File: src/rtl/symbols_pkg.sv
// Shared types for the symbol counter/emitter blocks: FSM states, count widths, saturating add.
// No logic of its own, so no latency or backpressure.
// The emitted-symbol total saturates rather than wrapping.
package symbols_pkg;

    localparam int CNT_W   = 8;
    localparam int TOTAL_W = 11;

    typedef enum logic [1:0] {
        ST_IDLE,
        ST_SCAN,
        ST_EMIT,
        ST_DONE
    } emit_state_t;

    function automatic logic [TOTAL_W-1:0] sat_inc(input logic [TOTAL_W-1:0] v);
        return (&v) ? v : v + TOTAL_W'(1);
    endfunction

endpackage

File: src/rtl/symbol_table.sv
// Alphabet/count table: one registered write port and one combinational indexed read port.
// A write shows on the read port one cycle later; the read port has no latency.
// No backpressure; writes to an index outside the table are dropped.
module symbol_table
    import symbols_pkg::*;
#(
    parameter int S_WIDTH   = 8,
    parameter int N_SYMBOLS = 8,
    localparam int AW       = $clog2(N_SYMBOLS)
) (
    input  logic               clk,
    input  logic               rst_n,
    input  logic               wr_en,
    input  logic [AW-1:0]      wr_addr,
    input  logic [S_WIDTH-1:0] wr_symbol,
    input  logic [CNT_W-1:0]   wr_count,
    input  logic [AW-1:0]      rd_addr,
    output logic [S_WIDTH-1:0] rd_symbol,
    output logic [CNT_W-1:0]   rd_count
);

    logic [S_WIDTH-1:0] sym_q [N_SYMBOLS];
    logic [CNT_W-1:0]   cnt_q [N_SYMBOLS];

    always_ff @(posedge clk or negedge rst_n) begin
        if (!rst_n) begin
            for (int i = 0; i < N_SYMBOLS; i++) begin
                sym_q[i] <= '0;
                cnt_q[i] <= '0;
            end
        end else if (wr_en && (int'(wr_addr) < N_SYMBOLS)) begin
            sym_q[wr_addr] <= wr_symbol;
            cnt_q[wr_addr] <= wr_count;
        end
    end

    assign rd_symbol = sym_q[rd_addr];
    assign rd_count  = cnt_q[rd_addr];

endmodule

File: src/rtl/symbol_emitter.sv
// Emits symbol[i] count[i] times for each table entry i, in ascending index order.
// First symbol is valid two cycles after start is sampled; then up to one symbol per cycle.
// symbol_out is held stable while out_ready is low; abort wins over a same-cycle handshake.
module symbol_emitter
    import symbols_pkg::*;
#(
    parameter int S_WIDTH   = 8,
    parameter int N_SYMBOLS = 8
) (
    input  logic                         clk,
    input  logic                         rst_n,
    input  logic                         cfg_we,
    input  logic [$clog2(N_SYMBOLS)-1:0] cfg_addr,
    input  logic [S_WIDTH-1:0]           cfg_symbol,
    input  logic [CNT_W-1:0]             cfg_count,
    input  logic                         start,
    input  logic                         abort,
    output logic [S_WIDTH-1:0]           symbol_out,
    output logic                         out_valid,
    input  logic                         out_ready,
    output logic                         busy,
    output logic                         done,
    output logic [TOTAL_W-1:0]           emitted_total
);

    localparam int            AW       = $clog2(N_SYMBOLS);
    localparam logic [AW-1:0] LAST_IDX = AW'(N_SYMBOLS - 1);

    emit_state_t        state;
    logic [AW-1:0]      idx;
    logic [CNT_W-1:0]   remaining;
    logic [S_WIDTH-1:0] tbl_symbol;
    logic [CNT_W-1:0]   tbl_count;
    logic               tbl_we;

    // The table is frozen for the whole run so the stream is a snapshot of it.
    assign tbl_we = cfg_we && (state == ST_IDLE);
    assign busy   = (state != ST_IDLE);

    symbol_table #(
        .S_WIDTH   (S_WIDTH),
        .N_SYMBOLS (N_SYMBOLS)
    ) u_table (
        .clk       (clk),
        .rst_n     (rst_n),
        .wr_en     (tbl_we),
        .wr_addr   (cfg_addr),
        .wr_symbol (cfg_symbol),
        .wr_count  (cfg_count),
        .rd_addr   (idx),
        .rd_symbol (tbl_symbol),
        .rd_count  (tbl_count)
    );

    always_ff @(posedge clk or negedge rst_n) begin
        if (!rst_n) begin
            state         <= ST_IDLE;
            idx           <= '0;
            remaining     <= '0;
            out_valid     <= 1'b0;
            symbol_out    <= '0;
            done          <= 1'b0;
            emitted_total <= '0;
        end else begin
            case (state)
                ST_IDLE: begin
                    done <= 1'b0;
                    if (start) begin
                        idx           <= '0;
                        emitted_total <= '0;
                        state         <= ST_SCAN;
                    end
                end
                ST_SCAN: begin
                    if (abort) begin
                        state <= ST_IDLE;
                    end else begin
                        remaining <= tbl_count;
                        if (tbl_count != '0) begin
                            out_valid  <= 1'b1;
                            symbol_out <= tbl_symbol;
                            state      <= ST_EMIT;
                        end else if (idx == LAST_IDX) begin
                            done  <= 1'b1;
                            state <= ST_DONE;
                        end else begin
                            idx <= idx + AW'(1);
                        end
                    end
                end
                ST_EMIT: begin
                    if (abort) begin
                        out_valid  <= 1'b0;
                        symbol_out <= '0;
                        state      <= ST_IDLE;
                    end else if (out_ready) begin
                        emitted_total <= sat_inc(emitted_total);
                        remaining     <= remaining - CNT_W'(1);
                        if (remaining == CNT_W'(1)) begin
                            out_valid  <= 1'b0;
                            symbol_out <= '0;
                            if (idx == LAST_IDX) begin
                                done  <= 1'b1;
                                state <= ST_DONE;
                            end else begin
                                idx   <= idx + AW'(1);
                                state <= ST_SCAN;
                            end
                        end
                    end
                end
                ST_DONE: begin
                    done  <= 1'b0;
                    state <= ST_IDLE;
                end
                default: state <= ST_IDLE;
            endcase
        end
    end

endmodule

File: config.mk
export PLATFORM = sky130hd
export DESIGN_NAME = symbol_emitter
export DESIGN_NICKNAME = d
export VERILOG_FILES = /design/src/rtl/symbols_pkg.sv /design/src/rtl/symbol_table.sv /design/src/rtl/symbol_emitter.sv
export SDC_FILE = /design/constraint.sdc
export NUM_CORES = 1
export LEC_CHECK = 0
export ABC_AREA = 1
export CORE_MARGIN = 2
export CORE_UTILIZATION = 23
export DETAILED_ROUTE_END_ITERATION = 10
export SLEW_MARGIN = 20
export SYNTH_ARGS = -nofsm -noshare
export SYNTH_HDL_FRONTEND = slang
export SYNTH_SLANG_ARGS = --single-unit
File: constraint.sdc
create_clock -name clk -period 2.4 [get_ports clk]
set_input_delay 0.48 -clock clk [delete_from_list [all_inputs] [get_ports clk]]
set_output_delay 0.48 -clock clk [all_outputs]
set_load 0.02 [all_outputs]
# == Word-level counts from Yosys, hierarchy flattened ==
# Index checks and enable logic that the tools add are counted.
# word_totals
regBits,162
latchBits,0
ram_bits,0
romBits,0
elab_cells,118
mem_count,0
# op_classes
addsub,3
n_mul,0
n_div,0
magnitude_cmp,3
n_eq_ne,16
n_shift,0
mux,55
n_bitwise,2
n_reduce_logical,16
# ops
op,count
64-bit bitwise mux,2
8-bit 2-to-1 mux,13
8-bit binary-select mux with 3-bit select,2
11-bit 2-to-1 mux,4
8-bit one-hot mux with 2 select lines,2
8-bit demux with 3-bit select,1
11-bit one-hot mux with 2 select lines,1
3-bit 2-to-1 mux,7
2-bit 2-to-1 mux,8
2-bit != test (second input constant),8
5-bit AND reduction,3
11-bit by 1-bit adder with 11-bit output (second input constant),1
1-bit 2-to-1 mux,11
11-bit AND reduction,1
3-bit one-hot mux with 3 select lines,1
8-bit by 1-bit equality test with 1-bit output (second input constant),1
4-bit >= comparator (second input constant),2
3-bit NOT with 4-bit output,2
2-bit one-hot mux with 4 select lines,1
4-bit AND reduction,2
8-bit nonzero test,1
8-bit by 1-bit subtractor with 8-bit output (second input constant),1
7-bit AND reduction,1
3-bit != test (second input constant),2
13 further kinds,17

# == Longest topological paths before layout ==
# depth
depth_word,8
depth_mapped,15
ltp_nobuf,14

# == Hierarchy ==
# A second synthesis with hierarchy kept.
# hier_totals
cells_unflattened,1173
hier_area_um2,8496.9
# by_module_without_submodules
module,instances,cells_each,area_per_inst_um2,seq_area_each_um2
symbol_table,1,867,6274.8,3203.1
symbol_emitter,1,306,2222.1,850.8

# == Least setup slack after synthesis ==
# Ideal clock, no wire load.
# synth_timing
kind,register to register
from,reg state[0]
to,reg emitted_total[4]
setup_time_ns,0.077
t_arrival_ns,1.723
required_ns,2.323
path_slack_ns,0.599
stages_incl_launch_ff,11
path_buffers,1
period_less_slack_ns,1.801
path_cell_list,dfrtp_1 inv_1 ha_1 inv_1 nor2_1 a21oi_1 nand3_1 clkbuf_1 nor3_1 o22ai_1 a21oi_1
# synth_via
elab_chain_cells,3
word_cells_on_any_way,9
classes_between,eq/ne (5); mux (1); reduce/logical (3)
# synth_rtl
element,line_no,text
"start, declared",symbol_emitter.sv:29,emit_state_t state;
"start signal, assigned",symbol_emitter.sv:57,state <= ST_IDLE;
"start signal, assigned",symbol_emitter.sv:71,state <= ST_SCAN;
"start signal, assigned",symbol_emitter.sv:76,state <= ST_IDLE;
2-bit equality test or 2-bit zero test (tied branches),symbol_emitter.sv:65,case (state)
2-bit != test (no source line) or 2-bit nonzero test (tied branches),-,
5-bit AND reduction (no source line),-,
"end signal, assigned",symbol_emitter.sv:97,emitted_total <= sat_inc(emitted_total);
"end, declared",symbol_emitter.sv:23,output logic [TOTAL_W-1:0] emitted_total
# Parallel ways exist; a longest one is shown, timed or not.
# A chain may end at the register's enable or synchronous reset.

# == Worst setup path in the final report ==
# layout_timing
from,reg state[0]
to,reg symbol_out[0]
# layout_via
elab_chain_cells,3
word_cells_on_any_way,9
classes_between,eq/ne (6); mux (1); reduce/logical (2)
# layout_rtl
element,line_no,text
2-bit equality test or 2-bit by 1-bit equality test with 1-bit output (tied branches),symbol_emitter.sv:65,
"3-bit != test (no source line), or another cell as far along",-,
5-bit AND reduction (no source line),-,
"end signal, assigned",symbol_emitter.sv:81,symbol_out <= tbl_symbol;
"end, declared",symbol_emitter.sv:18,"output logic [S_WIDTH-1:0] symbol_out,"
# Parallel ways exist; a longest one is shown, timed or not.

==> qor.csv <==
metric;value;unit
cts.sinks;162;
cp.arrival;2450;ps
syn_to_final_growth;21.34;%
netlist_area;7835;sq um
coreArea;33530;sq um
grt_use_met3;3.297;%
io_buffers;46;
h-tree-depth;4;
num_io_pins;47;
start_kind;flop;
hold_path_class;in -> async;
total_leakage_power;4.479;nW
finClkSkew;6.079;ps
top_usage_layer;met2;
fin_crit;2096;ps
ys_ff_latch;162;
worstMarginPinSlew;591.3;ps
drive_above_1_share;6.743;%
synth_nets;1034;
dpl.hpwl;14190;um
vdd_drop_max;0.5473;mV
grtUsageMet2;19.02;%
path_cells;inv_1 -> ha_1 -> inv_1 -> buf_4 -> a41oi_1 -> nand2_1 -> nand2_1 -> clkinv_1 -> nand3_4 -> nand2_1 -> nand2_1;
clkTransAtPathRegs;60;ps
fillers;3617;
antenna_found_initial;0;
critPathMaxStageDelay;410;ps
crit_family;buffers and inverters;
row_count;67;
slew_headroom;60.58;%
yosysWarnings;0;
fmax;477.1;MHz
setup-violations-final;0;
ant_nets;0;
grt_pass1_vias;6486;
crit_fanout;11;
cts_hold_buffers;0;
drc;0;
overflow;0;
route.vias.total;6678;
numCtsBuffers;17;
worstPathRequired;2750;ps
layout_commonest_cell;nand2_1;
grt_usage;12.42;%
cp.buffers_inverters;4;
synth-seq-area-share;51.74;%
gp_congestion;0.8328;
power_density;1288;nW/um^2
critical_path_class;reg -> reg;
critPathCaptureType;flop;
synthCells;999;
period_share;87.34;%
initial_core_util;23.37;%
multi_input_area;3182;sq um
fin_nets;1077;
rsz0062_at_grt;no;
wl;21460;um
avgRoutedWirePerCell;14.30;um
final_cell_mix;nand2_1, o21ai_0, dfrtp_1;
synth-main-ff-cell;dfrtp_1;
yosysUniqueCellTypes;32;
die_h;188.6;um
die_x;188.6;um
insertion_delay;420;ps
synth-edff-count;0;
crit_top_cell;nand2_1;
synthTopCellsByArea;dfrtp_1, nand2_1, o21ai_0;
synthArstFlopShare;100.0;%
outcome;finished clean;
finalSetupTns;0;ps
cts_buffer_depth;2;
finish.utilization;28.35;%
routed_via_density;4.449;
cts-root-buf;clkbuf_16;
drv_cap;0;
regArea;4055;sq um
slowest_stage;dfrtp_1;
syn_area_per_cell;7.843;sq um
synth_top_area_share;51.74;%
hold_violations;0;
n_antenna_cell;0;
die_area;35560;sq um
synth_top_area_cell;dfrtp_1;
cts_tree;built;
globalRouteMet1Util;17.42;%
grt_first_pass_wirelength;35250;um
grt_max_degree;67;
drt_first_pass_iters;5;
maxSlewViolCount;0;
drtIter0Drc;664;
[power breakdown]
group	switching [mW]	total (mW)	internal, mW	leakage (nW)
clock	1.09	2.77	1.68	0.285
combinational	3.13	4.94	1.81	2.13
sequential	0.639	4.54	3.90	2.06
total	4.86	12.2	7.38	4.48
[per-stage QoR]
stage	worst slack [ps]	instances	hold slack (ps)	area (sq um)	power, mW
after CTS	26.50	1501	55.12	9499	12.31
after global placement	261.2	1471	460.8	8906	9.347
after detailed placement	268.8	1471	462.4	8906	9.481
final	303.8	1501	41.50	9507	12.25
after floorplan	599.5	999	184.4	7835	7.958
after global routing	16.12	1501	69.20	9507	13.33
[area by class of cell]
class / instances / area share [%]
clock inverter: 9 / 1.395
multi-input combinational: 689 / 33.47
sequential: 162 / 42.66
inverter: 95 / 3.751
clock buffer: 21 / 4.843
tap: 448 / 5.896
timing repair buffer: 77 / 7.989
[cell usage after synthesis (2+ instances only)]
cell        n
nand4_1    10
dfrtp_1   162
o21ai_1     5
nand2_1   291
o22ai_1    23
buf_2       9
nand3_1    48
inv_2       2
buf_1       3
a21oi_1    20
nor3b_1     2
ha_1       10
nor2_1     74
nand2_4     2
nor2_2      2
buf_4       2
nand3b_1    2
nor3_1      6
clkbuf_1   35
xor2_1      3
inv_1      92
o21ai_0   183
buf_6       4
[registers in the layout, indices dropped and copies added, names as in the netlist]
register / cells
emitted_total: 11
u_table.sym_q: 64
remaining: 8
u_table.cnt_q: 64
done: 1
idx: 3
state: 2
out_valid: 1
symbol_out: 8
[what timing repair did]
| action | 4_1_cts | 5_1_grt |
|---|---|---|
| endpoints found under the setup margin | 0 | 3 |
| setup buffers | 0 | 0 |
| gates resized for setup | 0 | 2 |
[layer usage]
metal / wire [um] / up-vias / share of wire, %
li1: - / 3318 / -
met1: 10470 / 3179 / 49
met2: 9425 / 162 / 44
met3: 1350 / 19 / 6.3
met4: 218 / 0 / 1.0
met5: 0 / - / 0
[kinds of logic after synthesis]
kind of cell	count (synthesis)	synth area share [%]
AOI/OAI and AO/OA	235	15.54
xor gates and xnor gates	3	0.3354
adders and majority gates	10	1.597
buffers and inverters	148	7.713
DFF	162	51.74
and+or+nand+nor	441	23.08
[worst paths after layout]
check / from / to / slack [ps] / cells after the start
min in group clk: symbol_out[1] / symbol_out[1] / 470 / 2
min: rst_n / symbol_out[3] / 40 / 1
max reg2reg: state[0] / symbol_out[0] / 300 / 11
min reg2reg: symbol_out[1] / symbol_out[1] / 470 / 2
max in group asynchronous: rst_n / u_table.sym_q[17] / 1680 / 2
max: state[0] / symbol_out[0] / 300 / 11
Note: power is estimated with default switching activity, not from simulation.
